$ cat config.mk
export PLATFORM = sky130hd
export DESIGN_NAME = pipe_stage_skid
export DESIGN_NICKNAME = d
export VERILOG_FILES = /design/src/rtl/pipe_stage_skid.sv
export SDC_FILE = /design/constraint.sdc
export NUM_CORES = 1
export LEC_CHECK = 0
export CAP_MARGIN = 20
export CORE_MARGIN = 5
export CORE_UTILIZATION = 55
export CTS_CLUSTER_DIAMETER = 50
export DETAILED_ROUTE_END_ITERATION = 10
export PLACE_DENSITY_LB_ADDON = 0.05
export SYNTH_ARGS = -nofsm -noshare
export SYNTH_HDL_FRONTEND = slang
export SYNTH_SLANG_ARGS = --single-unit
export TNS_END_PERCENT = 5
$ cat constraint.sdc
create_clock -name clk -period 5.2 [get_ports clk]
set_input_delay 0.78 -clock clk [delete_from_list [all_inputs] [get_ports clk]]
set_output_delay 0.78 -clock clk [all_outputs]
set_load 0.1 [all_outputs]
$ cat src/rtl/pipe_stage_skid.sv
// ============================================================================
//  Module      : pipe_stage_skid
//  Description : Valid/ready pipeline latch for one vector-ALU bundle, with a
//                2-entry skid, synchronous flush and a saturating stall count.
//  Revision    : 1.0  initial release
// ============================================================================
`default_nettype none

module pipe_stage_skid #(
    parameter int DATA_W  = 64,
    parameter int NUM_OPS = 2,
    parameter int REG_W   = 4,
    parameter int CTRL_W  = 14,
    parameter int CNT_W   = 16
) (
    input  logic                      clk,
    input  logic                      rst,
    input  logic                      flush,
    input  logic                      cnt_clr,
    input  logic                      in_valid,
    output logic                      in_ready,
    input  logic [CTRL_W-1:0]         in_ctrl,
    input  logic [REG_W-1:0]          in_rd,
    input  logic [NUM_OPS*REG_W-1:0]  in_rs,
    input  logic [NUM_OPS*DATA_W-1:0] in_data,
    output logic                      out_valid,
    input  logic                      out_ready,
    output logic [CTRL_W-1:0]         out_ctrl,
    output logic [REG_W-1:0]          out_rd,
    output logic [NUM_OPS*REG_W-1:0]  out_rs,
    output logic [NUM_OPS*DATA_W-1:0] out_data,
    output logic [1:0]                occ,
    output logic [CNT_W-1:0]          stall_cnt
);

    localparam int              c_bundle_w = CTRL_W + REG_W + NUM_OPS*REG_W + NUM_OPS*DATA_W;
    localparam logic [CNT_W-1:0] c_cnt_max  = '1;

    // Encoding equals the number of held entries, so occ is the state itself.
    typedef enum logic [1:0] {
        S_EMPTY = 2'd0,
        S_ONE   = 2'd1,
        S_TWO   = 2'd2
    } state_t;

    state_t                  state_q, state_d;
    logic                    in_ready_q, in_ready_d;
    logic [c_bundle_w-1:0]   main_q, main_d;
    logic [c_bundle_w-1:0]   skid_q, skid_d;
    logic [CNT_W-1:0]        cnt_q, cnt_d;

    logic                    w_in_fire;
    logic                    w_out_fire;
    logic                    w_out_valid;
    logic [c_bundle_w-1:0]   w_in_bundle;

    assign w_in_bundle = {in_ctrl, in_rd, in_rs, in_data};
    assign w_out_valid = (state_q != S_EMPTY);
    assign w_in_fire   = in_valid && in_ready_q;
    assign w_out_fire  = w_out_valid && out_ready;

    // Next-state and payload steering; in_* is only ever selected on w_in_fire.
    always_comb begin
        state_d = state_q;
        main_d  = main_q;
        skid_d  = skid_q;

        if (flush) begin
            state_d = S_EMPTY;
            main_d  = '0;
            skid_d  = '0;
        end else begin
            case (state_q)
                S_EMPTY: begin
                    if (w_in_fire) begin
                        state_d = S_ONE;
                        main_d  = w_in_bundle;
                    end
                end
                S_ONE: begin
                    if (w_in_fire && !w_out_fire) begin
                        state_d = S_TWO;
                        skid_d  = w_in_bundle;
                    end else if (w_in_fire && w_out_fire) begin
                        main_d  = w_in_bundle;
                    end else if (w_out_fire) begin
                        state_d = S_EMPTY;
                        main_d  = '0;
                    end
                end
                S_TWO: begin
                    if (w_out_fire) begin
                        state_d = S_ONE;
                        main_d  = skid_q;
                        skid_d  = '0;
                    end
                end
                default: begin
                    state_d = S_EMPTY;
                    main_d  = '0;
                    skid_d  = '0;
                end
            endcase
        end
    end

    // Registered ready keeps it independent of out_ready and low during reset.
    always_comb begin
        in_ready_d = (state_d != S_TWO);
    end

    always_comb begin
        cnt_d = cnt_q;
        if (cnt_clr) begin
            cnt_d = '0;
        end else if (w_out_valid && !out_ready && !flush && (cnt_q != c_cnt_max)) begin
            cnt_d = cnt_q + 1'b1;
        end
    end

    always_ff @(posedge clk or negedge rst) begin
        if (!rst) begin
            state_q    <= S_EMPTY;
            in_ready_q <= 1'b0;
            main_q     <= '0;
            skid_q     <= '0;
            cnt_q      <= '0;
        end else begin
            state_q    <= state_d;
            in_ready_q <= in_ready_d;
            main_q     <= main_d;
            skid_q     <= skid_d;
            cnt_q      <= cnt_d;
        end
    end

    assign in_ready  = in_ready_q;
    assign out_valid = w_out_valid;
    assign occ       = state_q;
    assign stall_cnt = cnt_q;
    assign {out_ctrl, out_rd, out_rs, out_data} = main_q;

endmodule

`default_nettype wire

==> metrics.cfg, run 1 <==
[outcome]
status = completed

[timing]
hold_viol_final = 0
fin_setup_tns_ps = 0
setup_viol = 0
fin_ws_ps = 1989
maxSlewViolCount = 0
fin_skew_ps = 15.91
finalCritPeriodShare_pct = 61.76
relSlewSlack_pct = 26.04
rsz0062_at_grt = no
min_period_ps = 3211
fmax_mhz = 311.4
worst_pin_slew_ps = 1107

[global_route]
gr-total-overflow = 0
grt_use_total_pct = 26.22
grt_pass1_vias = 11952
antenna_found_initial = 8
grt_max_degree = 123
grt_pass1_wl_um = 65270

[logic_synthesis]
synth_ff_type = dfrtp_1
synth_xor_area_share_pct = 0.05927
ys_types = 39
ys_async_sr_fraction_pct = 100.0
synthAdderAreaFrac_pct = 0.08467
syn_inst = 1460
synth_nets = 1621
yosysTopAreaCell = dfrtp_1
ys_ff_latch = 327
syn_area_um2 = 14780
synth_seq_area_share_pct = 55.38
synth_area_leaders = dfrtp_1 (55%), mux2i_1 (10%), nand2_1 (8.0%)
yosysWarnings = 0
synth_compound_area_share_pct = 16.02
avgSynthCellArea_um2 = 10.12
synth.area.mux_share_pct = 10.74
synth_top_family_by_area = compound AO/OA/AOI/OAI gates
synthSimpleGateAreaFrac_pct = 10.14
synth-edff-count = 0
synth_top_area_share_pct = 55.38

[power]
power.switching_mw = 2.401
power_mw = 7.296
comb_power_share_pct = 24.1
power_density_nw_per_um2 = 372.3
power.internal_mw = 4.895
pwr-share-clk_pct = 37.3
pwr-share-seq_pct = 38.6
p_leak_nw = 8.664
vdd_ir_drop_max_v = 0.0002716
p_sw_share_pct = 32.91

[worst_setup_path]
crit_required_ps = 4420
r2r-start = occ[1]
crit_type = reg2out
cp-end-kind = output port
cp_max_fo = 10
startpoint = occ[1]
start_kind = flip-flop
crit_arrival_ps = 2430

[final_layout]
design_area_um2 = 19600
post-route-util_pct = 73.32
fin_nets = 1903
syn2layout_area_growth_pct = 32.62
drive_gt1_share_pct = 8.597

[detailed_routing]
final_antenna_net_count = 0
drt-total-wl_um = 40270
dr.pass1.iters = 5
vias = 11843
first_iter_violations = 1045
viasPerCell = 5.607
drc = 0
wl_per_cell_um = 19.07

[floorplanning]
placementRows = 60
die_h_um = 173.9
die-area_um2 = 30240
io_pins = 334
coreArea_um2 = 26730
initial_core_util_pct = 55.29
die_w_um = 173.9

[placed_design]
gp_congestion = 0.8162
portBuffers = 333
place_area_um2 = 18300
dpl.hpwl_um = 25210
dp_slack_ps = 1965

[min_path]
hold_class = in2async

[cts]
ctsHoldBuffers = 0
cts_tree = yes
ctsLongestPathBuffers = 3
htreeDepth = 2
path_clk_slew_ps = 60
root_buffer = clkbuf_16
clk_latency_ps = 520
post-cts-setup-buffers = 0
cts.sinks = 327
numCtsBuffers = 37
postCtsResizedCells = 0

[flow_run]
max_cap_violations = 0

==> routing by layer <==
layer	vias to the layer above	global-route usage [%]	routed length [um]	share of wire, %
met2	389	40.58	18800	47
met1	5859	36.61	17080	42
met5	-	0	69	0.17
met4	10	8.446	1345	3.3
met3	84	6.764	2977	7.4
li1	5501	-	-	-
==> power by group through the flow <==
stage | clock network [mW] | registers (mW) | logic (mW)
after detailed placement | 0 | 2.86 | 1.76
after global placement | 0 | 2.85 | 1.75
after CTS | 2.77 | 2.82 | 1.77
after floorplan | 0 | 3.62 | 0.433
final | 2.72 | 2.82 | 1.76
after global routing | 2.88 | 2.84 | 1.84
==> critical path: stages, from the launching register on <==
cell and delay [ps]:
dfrtp_1 570, or2_2 220, clkdlybuf4s50_1 1130
==> placed cells by master, fill, tap and decap left out, types with 2 or more instances in the layout <==
cell type	Yosys	routed
a21oi_4	0	2
o21ai_0	100	100
or2_2	3	3
mux2_2	4	4
a21oi_1	13	12
or3_1	3	3
o21ai_2	60	60
a22oi_1	154	154
nand3_1	5	5
dfrtp_1	327	327
diode_2	0	3
mux2i_1	154	154
bufinv_16	0	4
buf_4	7	10
nand2_1	316	316
clkinv_2	0	3
nor2_1	6	6
or4_1	8	8
inv_1	157	157
clkbuf_1	61	7
clkbuf_16	0	39
nor2b_1	6	5
nor4_1	5	5
clkbuf_8	0	10
clkdlybuf4s50_1	0	332
buf_12	0	8
and3_1	3	3
nand4_1	5	5
o31ai_1	8	8
==> kinds of logic (layout without fill, tap and decap cells) <==
family                     after synthesis  after routing
buffers and inverters                  265            573
muxes                                  158            158
adders and majority gates                1              1
DFF                                    327            327
xor gates and xnor gates                 1              1
other                                    0              3
AOI/OAI and AO/OA                      342            342
and+or+nand+nor                        366            366
==> cell usage after synthesis (3+ instances only) <==
| cell | count |
|---|---|
| dfrtp_1 | 327 |
| nand2_1 | 316 |
| inv_1 | 157 |
| a22oi_1 | 154 |
| mux2i_1 | 154 |
| o21ai_0 | 100 |
| clkbuf_1 | 61 |
| o21ai_2 | 60 |
| buf_2 | 31 |
| a21oi_1 | 13 |
| buf_6 | 8 |
| o31ai_1 | 8 |
| or4_1 | 8 |
| buf_4 | 7 |
| nor2_1 | 6 |
| nor2b_1 | 6 |
| nand3_1 | 5 |
| nand4_1 | 5 |
| nor4_1 | 5 |
| mux2_2 | 4 |
| and3_1 | 3 |
| or2_2 | 3 |
| or3_1 | 3 |
==> state kept, by name (all words and copies together) (netlist names) <==
register and count:
main_q 154, skid_q 154, stall_cnt 16, occ 2
in_ready 1
==> per-stage QoR <==
stage | hold slack, ps | instances
after global placement | 458.8 | 2044
after global routing | 385.6 | 2112
final | 305.3 | 2112
after floorplan | 484.4 | 1460
after detailed placement | 463.5 | 2044
after CTS | 351.9 | 2109
==> layout make-up <==
cell class,instances,area [um^2]
repair buffers,351,3573
inverters,157,589.3
clock buffers,56,1140
fillers,1938,7129
flip-flops and latches,327,8183
multi-input cells,868,5524
clock inverters,9,152.6
diodes,3,7.507
well taps,341,426.7
==> path summary, 6_finish.rpt <==
| path | endpoint | slack [ps] | depth (start not counted) |
|---|---|---|---|
| min reg2reg | main_q[56] | 470 | 2 |
| min | stall_cnt[3] | 310 | 1 |
| max in group asynchronous | main_q[42] | 3640 | 2 |
| max | out_valid | 1990 | 2 |
| min in group clk | main_q[56] | 470 | 2 |
| max reg2reg | main_q[119] | 2260 | 4 |
Note: power is estimated with default switching activity, not from simulation.
==> inputs of run 2 (changes only) <==
--- a/config.mk
+++ b/config.mk
@@ -7,7 +7,7 @@
 export LEC_CHECK = 0
 export CAP_MARGIN = 20
 export CORE_MARGIN = 5
-export CORE_UTILIZATION = 55
+export CORE_UTILIZATION = 46
 export CTS_CLUSTER_DIAMETER = 50
 export DETAILED_ROUTE_END_ITERATION = 10
 export PLACE_DENSITY_LB_ADDON = 0.05
==> constraint.sdc (replaced) <==
create_clock -name clk -period 2.67 [get_ports clk]
set_input_delay 0.4005 -clock clk [delete_from_list [all_inputs] [get_ports clk]]
set_output_delay 0.4005 -clock clk [all_outputs]
set_load 0.1 [all_outputs]
==> run 2 against run 1 <==
Net effect: non-clock buffer count grew 13; first-iteration DRC count is 23% lower; setup slack worse by 1500 ps; clock skew is essentially flat; power increased by 99%; clock power rose by 110%; count of clock-buffer cells in the layout fell by 4; worst hold slack better by 150 ps; final area decreased by 0.28%; core utilization decreased by 12 points; combinational power rose by 93%; critical path type is now reg2reg; largest cell class unchanged.
==> metrics.cfg, run 2 (same netlist as run 1, synthesis figures left out) <==
[timing]
fin_skew_ps = 16.41
fmax_mhz = 452.9
finalCritPeriodShare_pct = 82.70
relSlewSlack_pct = 46.48
setup_viol = 0
min_period_ps = 2208
hold_viol_final = 0
fin_setup_tns_ps = 0
maxSlewViolCount = 0
rsz0062_at_grt = no
worst_pin_slew_ps = 802.8

[final_layout]
drive_gt1_share_pct = 19.52
finalNonFillerCells = 2192
final_common_cell = dfrtp_1
final_cell_mix = dfrtp_1 (325), nand2_1 (316), buf_4 (187)
syn2layout_area_growth_pct = 32.24
fin_nets = 1919

[min_path]
hold_class = in2reg

[detailed_routing]
viasPerCell = 5.339
drc = 0
dr.pass1.iters = 5
drt-total-wl_um = 41350
final_antenna_net_count = 0
vias = 11703
first_iter_violations = 806
wl_per_cell_um = 18.86

[placed_design]
gp_congestion = 0.7842
dpl.hpwl_um = 26170
portBuffers = 333
dp.cells = 2117

[outcome]
status = completed

[cts]
numCtsBuffers = 40
cts.sinks = 327
path_clk_slew_ps = 60
cts_tree = yes
clk_latency_ps = 530
htreeDepth = 2
root_buffer = clkbuf_16
ctsLongestPathBuffers = 3
postCtsResizedCells = 0

[power]
power.switching_mw = 4.884
vdd_ir_drop_max_v = 0.0005666
power.internal_mw = 9.646
power_density_nw_per_um2 = 743.5
pwr-share-seq_pct = 37.8
p_sw_share_pct = 33.62
pwr-share-clk_pct = 38.8
comb_power_share_pct = 23.4
p_leak_nw = 9.109

[floorplanning]
die-area_um2 = 35810
io_pins = 334
placementRows = 65
initial_core_util_pct = 46.71
die_h_um = 189.2
die_w_um = 189.2
coreArea_um2 = 31640

[global_route]
antenna_found_initial = 4
gr-total-overflow = 0
grt_max_degree = 137
grt_pass1_vias = 12093
grt_use_total_pct = 22.73
grt_pass1_wl_um = 66980

[worst_setup_path]
cp-end-kind = flip-flop
r2r_slack_ps = 460
cp_max_fo = 20
crit_type = reg2reg
crit_arrival_ps = 2610
crit_required_ps = 3070
start_kind = flip-flop

[flow_run]
max_cap_violations = 0

## run 2: layout make-up
| class | count | area [um^2] |
|---|---|---|
| antenna | 2 | 5.005 |
| clock buffer | 52 | 1127 |
| clock inverter | 20 | 256.5 |
| fill | 2622 | 12100 |
| inverter | 157 | 589.3 |
| multi-input combinational | 868 | 5524 |
| sequential | 327 | 8185 |
| tap | 402 | 503.0 |
| timing repair buffer | 364 | 3351 |
## run 2: worst max-delay path, stage by stage (launching register included)
cell and delay, ps:
dfrtp_1 440, ha_1 240, and4_1 250, and4bb_1 410
nor4_1 380, mux2_2 370
## run 2: stage by stage
| stage | setup slack, ps | power, mW | util, % | hold slack [ps] | instance area, um^2 |
|---|---|---|---|---|---|
| finish | 462.0 | 14.53 | 61.77 | 451.2 | 19540 |
| global placement | 311.3 | 8.968 | 57.35 | 433.1 | 18140 |
| floorplan | 145.8 | 7.890 | - | 104.9 | 14780 |
| detailed placement | 221.7 | 9.000 | 57.35 | 443.3 | 18140 |
| CTS | 453.9 | 14.68 | 61.75 | 426.8 | 19540 |
| global route | 317.7 | 15.08 | 61.77 | 443.6 | 19540 |
## run 2: final timing paths
path | startpoint | to | depth (start not counted)
setup / recovery | stall_cnt[1] | stall_cnt[9] | 5
max in group asynchronous | rst | skid_q[127] | 3
hold reg to reg | main_q[61] | main_q[61] | 2
setup reg to reg | stall_cnt[1] | stall_cnt[9] | 5
min in group asynchronous | rst | stall_cnt[5] | 2
hold / removal | in_data[100] | skid_q[100] | 3
## run 2: metal layers
layer | track usage [%] | vias up | wire length, um
met2 | 35.43 | 358 | 18910
met3 | 5.715 | 71 | 2940
met5 | 0 | - | 21
met4 | 6.316 | 4 | 1061
li1 | - | 5527 | -
met1 | 31.94 | 5743 | 18420
## run 2: what timing repair did
| item | 4_1_cts | 5_1_grt |
|---|---|---|
| buffers inserted | 0 | 0 |
| hold buffers | 1 | 0 |
| hold endpoints to repair | 65 | 0 |
## run 2: power by group through the flow
stage / Sequential (mW) / Clock, mW / Combinational (mW)
4_1_cts: 5.49 / 5.76 / 3.43
3_5_place_dp: 5.58 / 0 / 3.42
2_1_floorplan: 7.05 / 0 / 0.844
3_3_place_gp: 5.57 / 0 / 3.39
6_report: 5.49 / 5.64 / 3.40
5_1_grt: 5.53 / 5.97 / 3.57
==> inputs of run 3 (changes only) <==
==> constraint.sdc (replaced) <==
create_clock -name clk -period 2 [get_ports clk]
set_input_delay 0.3 -clock clk [delete_from_list [all_inputs] [get_ports clk]]
set_output_delay 0.3 -clock clk [all_outputs]
set_load 0.1 [all_outputs]
==> run 3 against run 2 <==
Net effect: critical path depth did not move; cell count rose by 2.6%; core utilization rose by 2.1 points; fmax rose by 13%; power rose by 32%; sequential share of layout area fell by 1.3 points; wire length rose by 1.1%; clock skew fell by 1.3 ps; setup slack got worse by 420 ps; final area rose by 3.5%; first-iteration DRC count fell by 9.3%; clock power rose by 25%.
==> metrics.cfg, run 3 (same netlist as run 1, synthesis figures left out) <==
[detailed_routing]
wl_per_cell_um = 18.60
vias = 11940
drc = 0
dr.pass1.iters = 6
drt-total-wl_um = 41800
first_iter_violations = 731
final_antenna_net_count = 0
viasPerCell = 5.311

[worst_setup_path]
cp_slowest_stage_delay_ps = 520
crit_arrival_ps = 2360
crit_required_ps = 2410
crit_type = reg2reg
cp_cell_sequence = nor2b_1, or3_1, a21o_4, buf_12, o21ai_0
start_kind = flip-flop
slowest_stage = dfrtp_4
cp_max_fo = 48
cp_num_buf_inv = 1
cp-end-kind = flip-flop
critPathTopFamily = simple AND/OR/NAND/NOR gates

[placed_design]
dp.cells = 2175
dp_slack_ps = -143.3
portBuffers = 333
gp_congestion = 0.8357
dpl.hpwl_um = 28160

[outcome]
status = completed

[global_route]
gr-total-overflow = 0
antenna_found_initial = 7
grt_max_degree = 94
grt_use_total_pct = 23.02
grt_pass1_wl_um = 67520
grt_pass1_vias = 12330

[power]
power_density_nw_per_um2 = 945.7
p_leak_nw = 9.413
vdd_ir_drop_max_v = 0.0005610
power_mw = 19.12

[cts]
numCtsBuffers = 39
cts.sinks = 327
cts_tree = yes
clk_latency_ps = 510
ctsLongestPathBuffers = 3
htreeDepth = 2
root_buffer = clkbuf_16
path_clk_slew_ps = 50

[final_layout]
syn2layout_area_growth_pct = 36.83
final_cell_mix = nand2_1 (315), dfrtp_1 (308), buf_4 (227)
drive_gt1_share_pct = 23.06
final_common_cell = nand2_1
post-route-util_pct = 63.91
finalNonFillerCells = 2248
fin_nets = 1978

[timing]
maxSlewViolCount = 0
setup_viol = 0
worst_pin_slew_ps = 540.7
fin_setup_tns_ps = 0
relSlewSlack_pct = 63.95
fin_skew_ps = 15.06
finalCritPeriodShare_pct = 97.74
rsz0062_at_grt = no
fin_ws_ps = 45.13
min_period_ps = 1955
fmax_mhz = 511.5
hold_viol_final = 0

[floorplanning]
die_h_um = 189.2
placementRows = 65
die-area_um2 = 35810
initial_core_util_pct = 46.71
die_w_um = 189.2
coreArea_um2 = 31640
io_pins = 334

[min_path]
hold_class = in2async

[flow_run]
max_cap_violations = 0

[run 3: changes by cell type in the layout (fill, tap and decap cells not counted), sizes merged, moves of 2 or more]
cell	before	now
bufinv	5	3
buf	205	264
clkbuf	52	57
inv	160	157
clkinv	10	6
[run 3: through the flow]
| step | hold slack (ps) | cell area, um^2 |
|---|---|---|
| after detailed placement | 246.5 | 18880 |
| after global routing | 318.9 | 20220 |
| after CTS | 302.6 | 20170 |
| after floorplan | 4.409 | 14860 |
| after global placement | 248.4 | 18880 |
| final | 302.1 | 20220 |
[run 3: repair_timing]
item	in CTS	in global routing
gates resized for setup	2	6
endpoints found under the hold margin	37	0
hold buffers	1	0
pin swaps	0	3
setup endpoints to repair	5	6
gates cloned	0	1
buffers inserted	0	1
[run 3: path summary, 6_finish.rpt]
path / depth (start not counted) / startpoint / to / slack (ps)
worst max-delay path: 5 / occ[0] / main_q[117] / 50
worst min-delay path: 2 / rst / skid_q[58] / 300
worst max register to register: 5 / occ[0] / main_q[117] / 50
worst min register to register: 2 / main_q[35] / main_q[35] / 480
max in group asynchronous: 4 / rst / skid_q[143] / 960
min in group clk: 3 / in_data[103] / skid_q[103] / 360
[run 3: routing by layer]
metal / wire (um) / global-route usage (%) / vias to the layer above
li1: - / - / 5646
met1: 17750 / 31.61 / 5851
met2: 20090 / 36.92 / 383
met3: 3224 / 5.771 / 52
met4: 678 / 6.010 / 8
met5: 52 / 0 / -
[run 3: worst reg2reg max path, stage by stage (launching register included)]
cell and delay (ps):
dfrtp_4 520, nor2b_1 180, or3_1 370, a21o_4 290
buf_12 190, o21ai_0 300
[run 3: layout make-up]
type	count	area, um^2
fillers	2596	11420
flip-flops and latches	327	8217
clock inverters	10	138.9
repair buffers	423	4031
diodes	3	7.507
well taps	402	503.0
clock buffers	57	1146
inverters	157	589.3
multi-input cells	869	5587
[run 3: where the power goes]
| group | switching [mW] | internal [mW] | total, mW |
|---|---|---|---|
| combinational | 3.39 | 1.34 | 4.73 |
| clock | 2.70 | 4.35 | 7.05 |
| sequential | 0.282 | 7.05 | 7.33 |
